===== src/rtl/polaris_pkg.sv =====
// ============================================================================
// polaris_pkg
// Shared fetch/trap constants and the fetch state type.
// Revision: 1.0
// ============================================================================
`default_nettype none

package polaris_pkg;

    // Bus cycle size codes
    localparam logic [1:0] SIZE_IDLE = 2'b00;
    localparam logic [1:0] SIZE_HALF = 2'b10;
    localparam logic [1:0] SIZE_WORD = 2'b11;

    // Trap cause codes (low bits of MCAUSE)
    localparam int MCAUSE_ILLEGAL = 2;
    localparam int MCAUSE_MEI     = 11;

    // Fetch sequencer states; FETCH_HI is only reached on a 16-bit bus
    typedef enum logic [1:0] {
        FETCH_LO = 2'd0,
        FETCH_HI = 2'd1,
        DECODE   = 2'd2
    } fetch_state_e;

endpackage

`default_nettype wire


===== src/rtl/fetch_trap_sel.sv =====
// ============================================================================
// fetch_trap_sel
// Combinational trap priority selector: pause beats illegal-opcode beats
// interrupt. Produces the trap strobe plus MEPC/MCAUSE values.
// Revision: 1.0
// ============================================================================
`default_nettype none

module fetch_trap_sel
    import polaris_pkg::*;
#(
    parameter int XLEN = 64
) (
    input  logic              decode_i,
    input  logic              pause_i,
    input  logic              defined_i,
    input  logic              irq_en_i,
    input  logic [XLEN-3:0]   cpc_i,
    input  logic [XLEN-3:0]   npc_i,
    output logic              trap_o,
    output logic [XLEN-1:0]   mepc_o,
    output logic [XLEN-1:0]   mcause_o
);

    // Priority select; outputs stay zero unless a trap is actually taken
    always_comb begin
        trap_o   = 1'b0;
        mepc_o   = '0;
        mcause_o = '0;
        if (decode_i && !pause_i) begin
            if (!defined_i) begin
                // Illegal opcode: return address is the faulting instruction
                trap_o   = 1'b1;
                mepc_o   = {cpc_i, 2'b00};
                mcause_o = XLEN'(MCAUSE_ILLEGAL);
            end else if (irq_en_i) begin
                // Interrupt: the current instruction completes, resume at npc
                trap_o   = 1'b1;
                mepc_o   = {npc_i, 2'b00};
                mcause_o = {1'b1, {(XLEN-5){1'b0}}, 4'(MCAUSE_MEI)};
            end
        end
    end

endmodule

`default_nettype wire


===== src/rtl/fetch_wide.sv =====
// ============================================================================
// fetch_wide
// Instruction fetcher: one 32-bit opcode per instruction over a 16- or
// 32-bit read-only bus, with illegal-opcode and external-interrupt traps
// that redirect the next fetch to MTVEC.
// Revision: 1.0
// ============================================================================
`default_nettype none

module fetch_wide
    import polaris_pkg::*;
#(
    parameter int          XLEN     = 64,
    parameter int          DAT_W    = 16,
    parameter logic [63:0] RESET_PC = 64'hFFFF_FFFF_FFFF_FF00
) (
    input  logic              clk_i,
    input  logic              reset_i,
    input  logic [DAT_W-1:0]  dat_i,
    input  logic              ack_i,
    output logic [XLEN-1:0]   adr_o,
    output logic [1:0]        size_o,
    output logic              we_o,
    output logic              vpa_o,
    output logic [31:0]       ir_o,
    output logic              ir_valid_o,
    output logic [XLEN-1:0]   cpc_o,
    input  logic              defined_i,
    input  logic              pause_i,
    input  logic              irq_i,
    input  logic              mie_i,
    input  logic [XLEN-3:0]   csr_mtvec_i,
    output logic [XLEN-1:0]   mepc_o,
    output logic [XLEN-1:0]   mcause_o,
    output logic              trap_o
);

    localparam int             AW        = XLEN - 2;
    localparam logic [AW-1:0]  RESET_NPC = RESET_PC[XLEN-1:2];
    localparam logic [1:0]     LO_SIZE   = (DAT_W == 16) ? SIZE_HALF : SIZE_WORD;

    // Reject unsupported widths at elaboration time
    generate
        if (!(DAT_W == 16 || DAT_W == 32)) begin : g_bad_dat_w
            $error("fetch_wide: DAT_W must be 16 or 32");
        end
        if (!(XLEN == 32 || XLEN == 64)) begin : g_bad_xlen
            $error("fetch_wide: XLEN must be 32 or 64");
        end
    endgenerate

    fetch_state_e   state_q, state_d;
    logic [AW-1:0]  npc_q, npc_d;      // word address of next fetch
    logic [AW-1:0]  cpc_q, cpc_d;      // word address of instruction in ir
    logic [31:0]    ir_q, ir_d;
    logic [15:0]    irl_q, irl_d;      // low halfword held between fetch cycles

    logic [31:0]    dat32;
    logic           decode;

    // Zero-extends a 16-bit bus; exact on a 32-bit bus
    assign dat32  = 32'(dat_i);
    assign decode = (state_q == DECODE);
    assign we_o   = 1'b0;
    assign ir_o   = ir_q;
    assign cpc_o  = {cpc_q, 2'b00};

    fetch_trap_sel #(
        .XLEN (XLEN)
    ) u_trap_sel (
        .decode_i  (decode),
        .pause_i   (pause_i),
        .defined_i (defined_i),
        .irq_en_i  (irq_i & mie_i),
        .cpc_i     (cpc_q),
        .npc_i     (npc_q),
        .trap_o    (trap_o),
        .mepc_o    (mepc_o),
        .mcause_o  (mcause_o)
    );

    // State and fetch registers; reset abandons any bus cycle in flight
    always_ff @(posedge clk_i or posedge reset_i) begin
        if (reset_i) begin
            state_q <= FETCH_LO;
            npc_q   <= RESET_NPC;
            cpc_q   <= '0;
            ir_q    <= '0;
            irl_q   <= '0;
        end else begin
            state_q <= state_d;
            npc_q   <= npc_d;
            cpc_q   <= cpc_d;
            ir_q    <= ir_d;
            irl_q   <= irl_d;
        end
    end

    // Next-state: advance on ack in fetch states, leave DECODE unless paused
    always_comb begin
        state_d = state_q;
        npc_d   = npc_q;
        cpc_d   = cpc_q;
        ir_d    = ir_q;
        irl_d   = irl_q;
        unique case (state_q)
            FETCH_LO: begin
                if (ack_i) begin
                    if (DAT_W == 16) begin
                        irl_d   = dat_i[15:0];
                        state_d = FETCH_HI;
                    end else begin
                        ir_d    = dat32;
                        cpc_d   = npc_q;
                        npc_d   = npc_q + AW'(1);
                        state_d = DECODE;
                    end
                end
            end
            FETCH_HI: begin
                if (ack_i) begin
                    ir_d    = {dat_i[15:0], irl_q};
                    cpc_d   = npc_q;
                    npc_d   = npc_q + AW'(1);
                    state_d = DECODE;
                end
            end
            DECODE: begin
                if (!pause_i) begin
                    state_d = FETCH_LO;
                    if (trap_o) begin
                        npc_d = csr_mtvec_i;
                    end
                end
            end
            default: state_d = FETCH_LO;
        endcase
    end

    // Bus outputs follow state; held idle while reset is asserted
    always_comb begin
        adr_o      = '0;
        size_o     = SIZE_IDLE;
        vpa_o      = 1'b0;
        ir_valid_o = 1'b0;
        if (!reset_i) begin
            unique case (state_q)
                FETCH_LO: begin
                    adr_o  = {npc_q, 2'b00};
                    size_o = LO_SIZE;
                    vpa_o  = 1'b1;
                end
                FETCH_HI: begin
                    adr_o  = {npc_q, 2'b10};
                    size_o = SIZE_HALF;
                    vpa_o  = 1'b1;
                end
                DECODE: begin
                    ir_valid_o = 1'b1;
                end
                default: ;
            endcase
        end
    end

endmodule

`default_nettype wire

===== config.mk =====
export PLATFORM = sky130hd
export DESIGN_NAME = fetch_wide
export DESIGN_NICKNAME = d
export VERILOG_FILES = /design/src/rtl/polaris_pkg.sv /design/src/rtl/fetch_trap_sel.sv /design/src/rtl/fetch_wide.sv
export SDC_FILE = /design/constraint.sdc
export NUM_CORES = 1
export LEC_CHECK = 0
export CORE_MARGIN = 1
export CORE_UTILIZATION = 35
export CTS_CLUSTER_DIAMETER = 30
export DETAILED_ROUTE_END_ITERATION = 7
export GPL_ROUTABILITY_DRIVEN = 0
export PLACE_DENSITY = 0.66
export SLEW_MARGIN = 0
export SYNTH_ARGS = -nofsm -noshare
export SYNTH_HDL_FRONTEND = slang
export SYNTH_SLANG_ARGS = --single-unit

===== constraint.sdc =====
create_clock -name clk_i -period 7.86 [get_ports clk_i]
set_input_delay 1.179 -clock clk_i [delete_from_list [all_inputs] [get_ports clk_i]]
set_output_delay 1.179 -clock clk_i [all_outputs]
set_load 0.01 [all_outputs]

==> impl_summary.log <==
INFO  metric worst_setup_path_start_kind = input port
INFO  metric pin_count_of_the_biggest_net_entering_global_routing = about 120
INFO  metric cts.hold.buffers_added = 0
INFO  metric synth_compound_gate_area_share = roughly 16%
INFO  metric synth.ff_latch_count = between 150 and 200
INFO  metric overflow = 0
INFO  metric io_buffer_count = ~310
INFO  metric path_clk_slew = approximately 70 ps
INFO  metric fmax = a little over 0.2 GHz
INFO  metric worst_slew_margin_rel = between 10 and 15%
INFO  metric hp-start = irl_q[0]
INFO  metric clk_latency = roughly 440 ps
INFO  metric cts_inserted_buffers = 17
INFO  metric critPathRequiredTime = 6680 ps
INFO  metric timing.hold.worst_endpoint = ir_o[0]
INFO  metric syn-mean-instance-area = around 8.5 um2
INFO  metric drv_cap = 0
INFO  metric synthSimpleGateAreaFrac = a little over a quarter
INFO  metric wire_per_inst = around 18 um
INFO  metric std_cell_rows = 61
INFO  metric first_global_vias = 8761
INFO  metric final.setup.tns = 0 ps
INFO  metric synthAdderAreaFrac = less than 1%
INFO  metric run_status = finished clean
INFO  metric die_y = between 150 and 200 um
INFO  metric tritoncts = done
INFO  metric synth.cell_area = around 10000 um2
INFO  metric design_power_total = just under 0.005 W
INFO  metric number_of_enable_flip_flop_cells_after_synthesis = 0
INFO  metric design.die.area = 29060 um2
INFO  metric route.detailed.drc = 0
INFO  metric nets = between 1500 and 2000
INFO  metric synth_xor_area_share = 0.08816%
INFO  metric timing.final.max_slew_violations = 0
INFO  metric rsz0062_at_grt = no
INFO  metric worstReg2RegEnd = npc_q[42]
INFO  metric cts-root-buf = sky130_fd_sc_hd__clkbuf_16
INFO  metric timing.reg2reg.setup_slack = around 4700 ps
INFO  metric pwr_density_cell = 355.0 nW/um2
INFO  metric ys_seq_area_share = approximately 45%
INFO  metric globalRouteTotalUtil = between 20 and 25%
INFO  metric timing_hold_violations_final = 0
INFO  metric drt.antenna.violating_nets = 0
INFO  metric fin_worst_hold_slack = around 470 ps
INFO  metric worst_pin_slew = 1281 ps
INFO  metric drtIter0Drc = 669
INFO  metric worstRegToRegCells = 10
INFO  metric min_path_cells = 2
INFO  metric ctsLongestPathBuffers = 2
INFO  metric timing.final.crit_period = roughly 4900 ps
INFO  metric largest_family_of_logic_cells_by_synthesized_area = simple AND/OR/NAND/NOR gates
INFO  metric total_leakage_power = about 5.7 nW
INFO  metric synthesis_to_layout_area_growth = 36.66%
INFO  metric setup_viol = 0
INFO  metric drt_first_pass_iters = 5
INFO  metric drt_wl_total = 33.52 mm
INFO  metric route.vias.total = a little over 9000
INFO  metric synth_ff_type = sky130_fd_sc_hd__dfrtp_1
INFO  metric cts_setup_buffers = 0
INFO  metric critPathKind = in -> out
INFO  metric hold_class = reg -> reg
INFO  metric grt_first_pass_wirelength = 51.23 mm
INFO  metric crit_path_max_fanout = 61
INFO  metric core = 27860 um2
INFO  metric synth-warning-count = 0
INFO  metric num_io_pins = 379
INFO  metric drive_above_1_share = about 10%
INFO  metric timing.final.crit_share = a little over three fifths
INFO  metric finish.utilization = between 40 and 50%
INFO  metric grt_antenna_before_repair = 1
INFO  metric syn_inst = between 1000 and 1500
INFO  metric synthArstFlopShare = between 90% and 100%
INFO  metric antenna_cells = 0
INFO  metric cp-end-kind = output port
INFO  metric post_synth_mux_area_share = under 10%
INFO  metric start_util = a little over a third
INFO  metric via_per_inst = 5.129
INFO  metric post-dp-hpwl = roughly 23 mm
INFO  metric h-tree-depth = 4
INFO  metric worst_clock_skew_on_the_final_layout = around 16 ps
INFO  metric worst_r2r_startpoint = state_q[0]
INFO  metric arrival_time_of_data_at_the_critical_path_endpoint = ~3800 ps
INFO  metric chipWidth = 170.5 um
INFO  metric synth.lib_cells_used.distinct = 70
INFO  metric clkSinkCount = 174
INFO  metric vdd.ir_drop.worst = about 0.18 mV
INFO  metric cts-resized-gates = 0
-- worst max-delay path by stage --
stage,start,to
after floorplan,reset_i,cpc_q[0]
after global placement,reset_i,adr_o[29]
after detailed placement,reset_i,adr_o[29]
after CTS,reset_i,adr_o[29]
after global routing,reset_i,adr_o[29]
final,reset_i,adr_o[29]
-- layer usage --
layer,GRT usage [%],wire (um),vias up
met5,0,12,-
met4,4.700,416,2
met3,7.279,2649,26
met2,38.35,15950,336
met1,29.03,14490,4553
li1,-,-,4393
-- flip-flops by register name (all words and copies together) (netlist names) --
name and flops:
cpc_q 62, npc_q 62, ir_o 32, irl_q 16, state_q 2
-- cell type report --
type	instances	area [um2]
fill	2708	14280
clock buffer	19	442.9
tap	378	473.0
clock inverter	13	130.1
inverter	10	45.04
multi-input combinational	897	4851
sequential	174	4424
timing repair buffer	324	3211
-- cells in the mapped netlist (3+ instances only) --
master	instances	area (um2)
sky130_fd_sc_hd__buf_6	4	45.04
sky130_fd_sc_hd__nor3b_1	4	30.03
sky130_fd_sc_hd__dfrtp_1	118	2953
sky130_fd_sc_hd__and2_1	61	381.6
sky130_fd_sc_hd__or3_1	5	31.28
sky130_fd_sc_hd__nand3_1	35	175.2
sky130_fd_sc_hd__a22oi_1	5	37.54
sky130_fd_sc_hd__mux2_2	16	180.2
sky130_fd_sc_hd__inv_1	10	37.54
sky130_fd_sc_hd__a2bb2oi_1	5	43.79
sky130_fd_sc_hd__o22a_1	6	52.55
sky130_fd_sc_hd__o21ai_0	49	245.2
sky130_fd_sc_hd__a211oi_1	6	45.04
sky130_fd_sc_hd__a22o_1	62	543.0
sky130_fd_sc_hd__mux2i_1	6	60.06
sky130_fd_sc_hd__nand2_1	318	1194
sky130_fd_sc_hd__and3_2	3	22.52
sky130_fd_sc_hd__o22ai_1	12	75.07
sky130_fd_sc_hd__a21oi_1	53	265.3
sky130_fd_sc_hd__nor2b_1	3	18.77
sky130_fd_sc_hd__o21a_1	5	37.54
sky130_fd_sc_hd__buf_4	71	533.0
sky130_fd_sc_hd__dfstp_2	56	1471
sky130_fd_sc_hd__and4_1	5	43.79
sky130_fd_sc_hd__a31oi_1	7	43.79
sky130_fd_sc_hd__buf_1	3	11.26
sky130_fd_sc_hd__and3_1	8	50.05
sky130_fd_sc_hd__nor3_1	28	140.1
sky130_fd_sc_hd__o311ai_0	5	43.79
sky130_fd_sc_hd__nand4_1	18	112.6
sky130_fd_sc_hd__buf_2	6	30.03
sky130_fd_sc_hd__nor2_1	59	221.5
sky130_fd_sc_hd__clkbuf_1	70	262.8
-- power breakdown --
group / switching [W] / internal (W) / leakage [nW]
Clock: 0.000396 / 0.000453 / 0.278
Sequential: 0.000514 / 0.00141 / 2.06
Combinational: 0.00103 / 0.00101 / 3.41
-- stage by stage --
step | cell area, um2 | setup slack [ps] | cells
after floorplan | 10180 | 2057 | 1239
after global placement | 13000 | 2956 | 1783
after detailed placement | 13000 | 2863 | 1783
after CTS | 13580 | 2860 | 1815
after global routing | 13580 | 2726 | 1815
final | 13580 | 2928 | 1815
-- cells by family (layout without fill, tap and decap cells) --
logic type,Yosys count,count (layout)
other,1,67
buffers and inverters,168,366
AO/OA/AOI/OAI,236,236
AND/OR/NAND/NOR,570,570
flip-flops,174,174
multiplexers,22,22
XOR/XNOR,1,1
adder cells (fa/ha/maj),1,1
-- worst max-delay path, cell delays in order --
cell and delay [ps]:
sky130_fd_sc_hd__clkdlybuf4s50_1 650, sky130_fd_sc_hd__nor2_4 1070, sky130_fd_sc_hd__and2_2 290, sky130_fd_sc_hd__clkdlybuf4s50_1 530
-- placed cells by master (no fill, tap or decap), types with 6 or more instances in the layout --
cell type / n
sky130_fd_sc_hd__buf_4: 13
sky130_fd_sc_hd__mux2i_1: 6
sky130_fd_sc_hd__inv_1: 9
sky130_fd_sc_hd__o22ai_1: 12
sky130_fd_sc_hd__nand4_1: 18
sky130_fd_sc_hd__o22a_1: 6
sky130_fd_sc_hd__clkbuf_16: 17
sky130_fd_sc_hd__nand3_1: 35
sky130_fd_sc_hd__nand2_1: 317
sky130_fd_sc_hd__and2_1: 61
sky130_fd_sc_hd__a21oi_1: 53
sky130_fd_sc_hd__o21ai_0: 49
sky130_fd_sc_hd__a22o_1: 62
sky130_fd_sc_hd__and3_1: 8
sky130_fd_sc_hd__nor3_1: 27
sky130_fd_sc_hd__dfrtp_1: 118
sky130_fd_sc_hd__conb_1: 67
sky130_fd_sc_hd__a211oi_1: 6
sky130_fd_sc_hd__clkdlybuf4s50_1: 311
sky130_fd_sc_hd__mux2_2: 16
sky130_fd_sc_hd__nor2_1: 57
sky130_fd_sc_hd__a31oi_1: 7
sky130_fd_sc_hd__dfstp_2: 56
Note: power is estimated with default switching activity, not from simulation.
